--- config.mk ---
export PLATFORM = sky130hd
export DESIGN_NAME = uart_serial_link
export DESIGN_NICKNAME = d
export VERILOG_FILES = /design/src/rtl/uart_serial_link.sv
export SDC_FILE = /design/constraint.sdc
export NUM_CORES = 1
export LEC_CHECK = 0
export ABC_AREA = 1
export ABC_CLOCK_PERIOD_IN_PS = 1650
export CORE_ASPECT_RATIO = 2
export CORE_UTILIZATION = 50
export CTS_BUF_LIST = sky130_fd_sc_hd__clkbuf_8
export CTS_CLUSTER_SIZE = 10
export DETAILED_ROUTE_END_ITERATION = 12
export PLACE_DENSITY_LB_ADDON = 0.05
export SYNTH_ARGS = -nofsm -noshare
export SYNTH_HDL_FRONTEND = slang
export SYNTH_SLANG_ARGS = --single-unit
--- constraint.sdc ---
create_clock -name clk -period 1.65 [get_ports clk]
set_clock_uncertainty 0.2 [all_clocks]
set_input_delay 0.4125 -clock clk [delete_from_list [all_inputs] [get_ports clk]]
set_output_delay 0.4125 -clock clk [all_outputs]
set_load 0.02 [all_outputs]
--- src/rtl/uart_serial_link.sv ---
//-----------------------------------------------------------------------------
// uart_serial_link
//
// Single-clock UART link: an 11-bit raw-frame transmitter and receiver.
// Each direction has its own bit-slot timing generator: a counter over
// 0..CLKS_PER_BIT-1 and a 4-bit slot index over 0..10.
//
// Frame layout on the wire, LSB first:
//   bit0 start, bits1-8 data, bit9 parity, bit10 stop.
// Frames pass through unchanged. Parity is not checked. The stop bit is
// reported through rx_frame_err.
//
// Parameters:
//   CLKS_PER_BIT  clk cycles per bit slot. Must be even and >= 4.
//
// Ports:
//   clk           system clock, rising edge
//   rst_n         asynchronous active-low reset
//   tx_start      request to send tx_frame; taken only while tx_busy = 0
//   tx_frame      11-bit raw frame, sent bit0 first
//   tx_busy       high while a frame is being shifted out
//   txd           serial output, idles high
//   rxd           serial input, asynchronous to clk
//   rx_frame      last received frame, bit0 = first bit received
//   rx_valid      one-cycle pulse when rx_frame updates
//   rx_frame_err  ~stop bit of the last frame; held until the next frame
//-----------------------------------------------------------------------------
`timescale 1ns/1ps

module uart_serial_link #(
    parameter int CLKS_PER_BIT = 16
) (
    input  logic        clk,
    input  logic        rst_n,
    input  logic        tx_start,
    input  logic [10:0] tx_frame,
    output logic        tx_busy,
    output logic        txd,
    input  logic        rxd,
    output logic [10:0] rx_frame,
    output logic        rx_valid,
    output logic        rx_frame_err
);

    localparam int CNT_W = (CLKS_PER_BIT > 2) ? $clog2(CLKS_PER_BIT) : 1;

    localparam logic [CNT_W-1:0] CNT_LAST  = CNT_W'(CLKS_PER_BIT - 1);
    localparam logic [CNT_W-1:0] HALF_LAST = CNT_W'(CLKS_PER_BIT / 2 - 1);
    localparam logic [3:0]       SLOT_LAST = 4'd10;

    // Transmitter states
    localparam logic TX_IDLE = 1'b0;
    localparam logic TX_SEND = 1'b1;

    // Receiver states
    localparam logic [1:0] RX_IDLE  = 2'd0;
    localparam logic [1:0] RX_START = 2'd1;
    localparam logic [1:0] RX_DATA  = 2'd2;
    localparam logic [1:0] RX_BREAK = 2'd3;

    //-------------------------------------------------------------------------
    // Transmitter
    //-------------------------------------------------------------------------
    logic             tx_state;
    logic [CNT_W-1:0] tx_cnt;
    logic [3:0]       tx_slot;
    // Bits still to be sent. The bit on the wire is txd itself, so only
    // frame[10:1] is kept here.
    logic [9:0]       tx_shreg;

    assign tx_busy = (tx_state == TX_SEND);

    // NOTE: every clocked block uses non-blocking assignments. Each register
    // then sees the values from before the edge, whatever order the
    // statements are written in.
    always_ff @(posedge clk or negedge rst_n) begin
        if (!rst_n) begin
            tx_state <= TX_IDLE;
            tx_cnt   <= '0;
            tx_slot  <= '0;
            tx_shreg <= '0;
            txd      <= 1'b1;
        end else begin
            case (tx_state)
                TX_IDLE: begin
                    if (tx_start) begin
                        // Latch the whole frame now, so later changes to
                        // tx_frame cannot affect this transmission.
                        txd      <= tx_frame[0];
                        tx_shreg <= tx_frame[10:1];
                        tx_cnt   <= '0;
                        tx_slot  <= '0;
                        tx_state <= TX_SEND;
                    end
                end

                TX_SEND: begin
                    if (tx_cnt == CNT_LAST) begin
                        tx_cnt <= '0;
                        if (tx_slot == SLOT_LAST) begin
                            txd      <= 1'b1;
                            tx_slot  <= '0;
                            tx_state <= TX_IDLE;
                        end else begin
                            txd      <= tx_shreg[0];
                            tx_shreg <= {1'b1, tx_shreg[9:1]};
                            tx_slot  <= tx_slot + 4'd1;
                        end
                    end else begin
                        tx_cnt <= tx_cnt + 1'b1;
                    end
                end

                default: begin
                    tx_state <= TX_IDLE;
                end
            endcase
        end
    end

    //-------------------------------------------------------------------------
    // Receiver input synchronizer
    // Both flops reset to the idle level. Otherwise leaving reset would look
    // like a start bit.
    //-------------------------------------------------------------------------
    logic rxd_meta;
    logic rxd_s;

    always_ff @(posedge clk or negedge rst_n) begin
        if (!rst_n) begin
            rxd_meta <= 1'b1;
            rxd_s    <= 1'b1;
        end else begin
            rxd_meta <= rxd;
            rxd_s    <= rxd_meta;
        end
    end

    //-------------------------------------------------------------------------
    // Receiver
    //-------------------------------------------------------------------------
    logic [1:0]       rx_state;
    logic [CNT_W-1:0] rx_cnt;
    logic [3:0]       rx_slot;
    // Bits 0..9 collect here, shifting in at the top. After bit9 the start
    // bit sits at index 0, and bit10 is appended directly from rxd_s.
    logic [9:0]       rx_shreg;

    always_ff @(posedge clk or negedge rst_n) begin
        if (!rst_n) begin
            rx_state     <= RX_IDLE;
            rx_cnt       <= '0;
            rx_slot      <= '0;
            rx_shreg     <= '0;
            rx_frame     <= '0;
            rx_valid     <= 1'b0;
            rx_frame_err <= 1'b0;
        end else begin
            rx_valid <= 1'b0;

            case (rx_state)
                RX_IDLE: begin
                    if (!rxd_s) begin
                        rx_cnt   <= '0;
                        rx_state <= RX_START;
                    end
                end

                // Wait half a slot, then sample the middle of the start bit.
                RX_START: begin
                    if (rx_cnt == HALF_LAST) begin
                        rx_cnt <= '0;
                        if (rxd_s) begin
                            // The line went back high: treat it as a glitch.
                            rx_state <= RX_IDLE;
                        end else begin
                            rx_shreg <= {1'b0, rx_shreg[9:1]};
                            rx_slot  <= 4'd1;
                            rx_state <= RX_DATA;
                        end
                    end else begin
                        rx_cnt <= rx_cnt + 1'b1;
                    end
                end

                // From here on, sample once per slot, in the middle of each bit.
                RX_DATA: begin
                    if (rx_cnt == CNT_LAST) begin
                        rx_cnt <= '0;
                        if (rx_slot == SLOT_LAST) begin
                            rx_frame     <= {rxd_s, rx_shreg};
                            rx_valid     <= 1'b1;
                            rx_frame_err <= ~rxd_s;
                            rx_slot      <= '0;
                            // A low stop bit means a framing error or a break.
                            // Wait for the line to go high before re-arming,
                            // so a held-low line yields only one frame.
                            rx_state     <= rxd_s ? RX_IDLE : RX_BREAK;
                        end else begin
                            rx_shreg <= {rxd_s, rx_shreg[9:1]};
                            rx_slot  <= rx_slot + 4'd1;
                        end
                    end else begin
                        rx_cnt <= rx_cnt + 1'b1;
                    end
                end

                RX_BREAK: begin
                    if (rxd_s) begin
                        rx_state <= RX_IDLE;
                    end
                end

                default: begin
                    rx_state <= RX_IDLE;
                end
            endcase
        end
    end

endmodule

==> flow_summary.html <==
<table>
<tr><th>Metric</th><th>Value</th></tr>
<tr><th colspan="2">STA</th></tr>
<tr><td>Max Freq</td><td>around 600 MHz</td></tr>
<tr><td>Slew margin rel.</td><td>83.06%</td></tr>
<tr><td>Number of hold violations in the final report</td><td>0</td></tr>
<tr><td>Slew @ Worst Pin</td><td>0.2541 ns</td></tr>
<tr><td>Worst Hold Slack</td><td>0.1646 ns</td></tr>
<tr><td>Shortest period the worst path allows</td><td>1.663 ns</td></tr>
<tr><td>Worst setup margin</td><td>-0.01307 ns</td></tr>
<tr><td>Portion of the clock cycle consumed by the worst path in the final layout</td><td>100.8%</td></tr>
<tr><td>Setup repair after global routing missed its margin</td><td>yes</td></tr>
<tr><td>Slew Viols, Final</td><td>0</td></tr>
<tr><td>Total of endpoints with negative setup slack in the final report</td><td>3</td></tr>
<tr><th colspan="2">Routing</th></tr>
<tr><td>Post-route ant nets</td><td>0</td></tr>
<tr><td>Wirelength per Cell</td><td>13.63 um</td></tr>
<tr><td>Drt initial violations</td><td>54</td></tr>
<tr><td>Post-route DRC violation count</td><td>0</td></tr>
<tr><td>First-pass DRT Iterations</td><td>4</td></tr>
<tr><td>Post-detailed-route via-to-cell ratio</td><td>5.141</td></tr>
<tr><td>Routed via count</td><td>approximately 2,400</td></tr>
<tr><td>Final WL</td><td>6282 um</td></tr>
<tr><th colspan="2">Power</th></tr>
<tr><td>Clock network fraction of design power</td><td>a little over a fifth</td></tr>
<tr><td>Worst vdd ir</td><td>roughly 0.95 mV</td></tr>
<tr><td>Relative contribution of combinational cells to total power</td><td>about 43%</td></tr>
<tr><td>Cell Int Power</td><td>roughly 3200 uW</td></tr>
<tr><td>Ratio of total power to cell area</td><td>1324 mW/mm^2</td></tr>
<tr><td>Fraction of power spent switching nets</td><td>36.40%</td></tr>
<tr><td>Sequential power share</td><td>36.6%</td></tr>
<tr><td>Overall power consumption</td><td>4955 uW</td></tr>
<tr><td>Leakage component of the power</td><td>0.001968 uW</td></tr>
<tr><td>Switching power of the nets</td><td>1804 uW</td></tr>
<tr><th colspan="2">GRT</th></tr>
<tr><td>Via count of the first global-routing pass</td><td>~2,200</td></tr>
<tr><td>Tot GR Track Use</td><td>~23%</td></tr>
<tr><td>Antenna violations before repair</td><td>0</td></tr>
<tr><td>Maximum number of pins on one net before global-route repair</td><td>36</td></tr>
<tr><td>Wire length of the first global-routing pass</td><td>between 9000 and 10,000 um</td></tr>
<tr><td>GRT overflow</td><td>0</td></tr>
<tr><th colspan="2">CTS</th></tr>
<tr><td>Num Clock Sinks</td><td>55</td></tr>
<tr><td>CTS Buffer Depth</td><td>2</td></tr>
<tr><td>Latest clock arrival within the worst-skew pair</td><td>between 0.3 and 0.4 ns</td></tr>
<tr><td>Number of H-tree levels</td><td>2</td></tr>
<tr><td>Number of buffers created by CTS</td><td>5</td></tr>
<tr><td>Clock-pin transition on the worst setup and hold timing paths</td><td>0.09 ns</td></tr>
<tr><td>Clk Tree Root Cell</td><td>clkbuf_8</td></tr>
<tr><td>Clock tree from TritonCTS</td><td>done</td></tr>
<tr><th colspan="2">Synth</th></tr>
<tr><td>Mean post-synth cell area</td><td>just over 8 um^2</td></tr>
<tr><td>Netlist Area Pre-Place</td><td>0.002743 mm^2</td></tr>
<tr><td>Mapped Cells</td><td>332</td></tr>
<tr><td>Seq cells post-synth</td><td>55</td></tr>
<tr><td>Count of yosys warnings during synthesis</td><td>0</td></tr>
<tr><td>Fraction of the yosys area taken by sequential cells</td><td>50.32%</td></tr>
<tr><td>Distinct cells, synth</td><td>29</td></tr>
<tr><td>Mapped Nets</td><td>between 300 and 400</td></tr>
<tr><th colspan="2">Die</th></tr>
<tr><td>Total core area</td><td>0.005231 mm^2</td></tr>
<tr><td>Initial Utilization</td><td>52.43%</td></tr>
<tr><td>Die extent in x</td><td>54.37 um</td></tr>
<tr><td>Ports placed on the boundary</td><td>30</td></tr>
<tr><td>Die Area</td><td>between 0.005 and 0.006 mm^2</td></tr>
<tr><td>Row count</td><td>37</td></tr>
<tr><td>Die Y</td><td>106.7 um</td></tr>
<tr><th colspan="2">Layout</th></tr>
<tr><td>Area growth from synthesis to layout</td><td>36.45%</td></tr>
<tr><td>Number of nets at the end of the flow</td><td>about 430</td></tr>
<tr><td>ANT cells</td><td>0</td></tr>
<tr><td>Proportion of layout cells with a drive suffix above 1</td><td>28.78%</td></tr>
<tr><td>Area of all placed cells without fillers</td><td>0.003742 mm^2</td></tr>
<tr><th colspan="2">Critical path</th></tr>
<tr><td>Crit path required time</td><td>1.70 ns</td></tr>
<tr><td>Category of the most critical setup path</td><td>reg2reg</td></tr>
<tr><td>Worst path arrival time</td><td>1.71 ns</td></tr>
<tr><td>Type of element capturing the critical path</td><td>flip-flop</td></tr>
<tr><td>Max Fanout on Critical Path</td><td>6</td></tr>
<tr><td>Crit path launch type</td><td>flip-flop</td></tr>
<tr><th colspan="2">Worst hold path</th></tr>
<tr><td>Class of the worst hold path</td><td>reg2reg</td></tr>
<tr><th colspan="2">Flow run</th></tr>
<tr><td>Max Cap Violations</td><td>0</td></tr>
<tr><th colspan="2">Status</th></tr>
<tr><td>Failing checks</td><td>negative setup slack</td></tr>
<tr><td>Outcome</td><td>finished with violations</td></tr>
<tr><th colspan="2">Placement</th></tr>
<tr><td>Number of input and output port buffers inserted</td><td>29</td></tr>
<tr><td>Placed Instance Area</td><td>0.003269 mm^2</td></tr>
<tr><td>Placer Congestion</td><td>~0.87</td></tr>
<tr><td>Post-detail-place hpwl</td><td>4346 um</td></tr>
</table>
Yosys cell counts:
master / instances / area share [%]
nand4_1: 3 / 0.68
o21ai_1: 3 / 0.55
o21bai_1: 1 / 0.27
clkbuf_1: 2 / 0.27
nand4_4: 1 / 0.78
ha_1: 12 / 5.5
nor2_4: 4 / 1.6
inv_1: 28 / 3.8
nand3_2: 2 / 0.73
o21a_1: 1 / 0.27
buf_6: 3 / 1.2
nor2_1: 13 / 1.8
dfrtp_1: 52 / 47
o21ai_0: 10 / 1.8
a31oi_1: 1 / 0.23
nand4_2: 1 / 0.46
a21oi_1: 4 / 0.73
mux2i_1: 1 / 0.36
dfstp_2: 3 / 2.9
nand3_1: 24 / 4.4
a22o_1: 1 / 0.32
o31ai_1: 1 / 0.27
buf_4: 2 / 0.55
xor2_1: 3 / 0.96
xnor2_1: 1 / 0.32
nand2_4: 1 / 0.41
nand2_1: 148 / 20
nand2_2: 3 / 0.68
inv_2: 3 / 0.41
final timing paths:
check / from / endpoint / slack, ns / depth (start not counted)
max: rx_state[1]$_DFFE_PN0P_ / rx_shreg[4]$_DFFE_PN0P_ / -0.01 / 8
min: rxd_meta$_DFF_PN1_ / rxd_s$_DFF_PN1_ / 0.16 / 0
max reg2reg: rx_state[1]$_DFFE_PN0P_ / rx_shreg[4]$_DFFE_PN0P_ / -0.01 / 8
min reg2reg: rxd_meta$_DFF_PN1_ / rxd_s$_DFF_PN1_ / 0.16 / 0
max in group asynchronous: rst_n / txd$_DFFE_PN1P_ / 0.45 / 3
min in group asynchronous: rst_n / tx_slot[0]$_DFFE_PN0P_ / 0.29 / 2
placed cells by master, fill, tap and decap left out, drive strengths merged:
cell	count
bufinv	2
ha	12
inv	33
clkdlybuf4s50	13
a21oi	4
nand4	6
xnor2	1
nand2	152
dfrtp	52
o31ai	1
o21a	1
nand3	26
buf	39
o21ai	13
a31oi	1
o21bai	1
xor2	3
mux2i	1
dlygate4sd3	1
clkdlybuf4s15	5
clkbuf	11
a22o	1
nor2	18
dfstp	3
dlygate4sd2	3
metrics by stage:
step / util, % / std cells / setup WS, ns / TNS [ns]
after global placement: 62.50 / 440 / -0.1311 / -1.980
after global routing: 71.54 / 461 / -0.07771 / -1.385
final: 71.54 / 461 / -0.01307 / -0.01658
after detailed placement: 62.50 / 440 / -0.1524 / -3.505
after CTS: 66.73 / 454 / 0.0001893 / 0
after floorplan: - / 332 / 0.002864 / 0
area by class of cell:
| class | instances | area [um^2] |
|---|---|---|
| clock buffer | 5 | 68.82 |
| inverter | 31 | 123.9 |
| timing repair buffer | 67 | 588.1 |
| clock inverter | 3 | 63.81 |
| multi-input combinational | 241 | 1438 |
| timing repair inverter | 1 | 6.256 |
| sequential | 55 | 1381 |
| tap | 58 | 72.57 |
| fill | 439 | 1489 |
critical path: stages, from the launching register on:
cell and delay, ns:
dfrtp_1 0.43, buf_6 0.14, ha_4 0.18, nand4_4 0.09, buf_6 0.15, nand2_8 0.06
nor2_4 0.19, nand3_2 0.10, nand2_1 0.07
kinds of logic (layout without fill, tap and decap cells):
group,after synthesis,in the layout,share of synthesized area [%]
multiplexers,1,1,0.3650
adder cells (fa/ha/maj),12,12,5.474
AND/OR/NAND/NOR,200,202,31.80
XOR/XNOR,4,4,1.278
buffers and inverters,38,107,6.295
flip-flops,55,55,50.32
AO/OA/AOI/OAI,22,22,4.471
flip-flops by register name (all words and copies together) (netlist names):
| register | flops |
|---|---|
| rx_frame | 11 |
| rx_shreg | 10 |
| tx_shreg | 10 |
| rx_cnt | 4 |
| rx_slot | 4 |
| tx_cnt | 4 |
| tx_slot | 4 |
| rx_state | 2 |
| rx_frame_err | 1 |
| rx_valid | 1 |
| rxd_meta | 1 |
| rxd_s | 1 |
| tx_busy | 1 |
| txd | 1 |
routing by layer:
metal  up-vias  GRT usage [%]  part of all wire (%)
met5         -              0                     0
met4         0          9.341                   2.0
met3         8          3.830                   2.0
met2        31          42.42                    59
met1      1150          23.21                    37
li1       1181              -                     -
power by group through the flow:
stage	Combinational [uW]	Clock, uW	Sequential, uW
finish	2110	1040	1810
CTS	1800	1060	1800
global placement	1610	0	1820
floorplan	1040	0	1810
global route	2350	1100	1850
detailed placement	1650	0	1830
repair_timing:
action | in CTS | in global routing
hold buffers | 1 | 0
gates cloned | 2 | 2
pin swaps | 4 | 21
endpoints found under the hold margin | 8 | 0
setup endpoints to repair | 50 | 55
resized for setup | 38 | 70
buffers inserted | 3 | 5
Note: power is estimated with default switching activity, not from simulation.
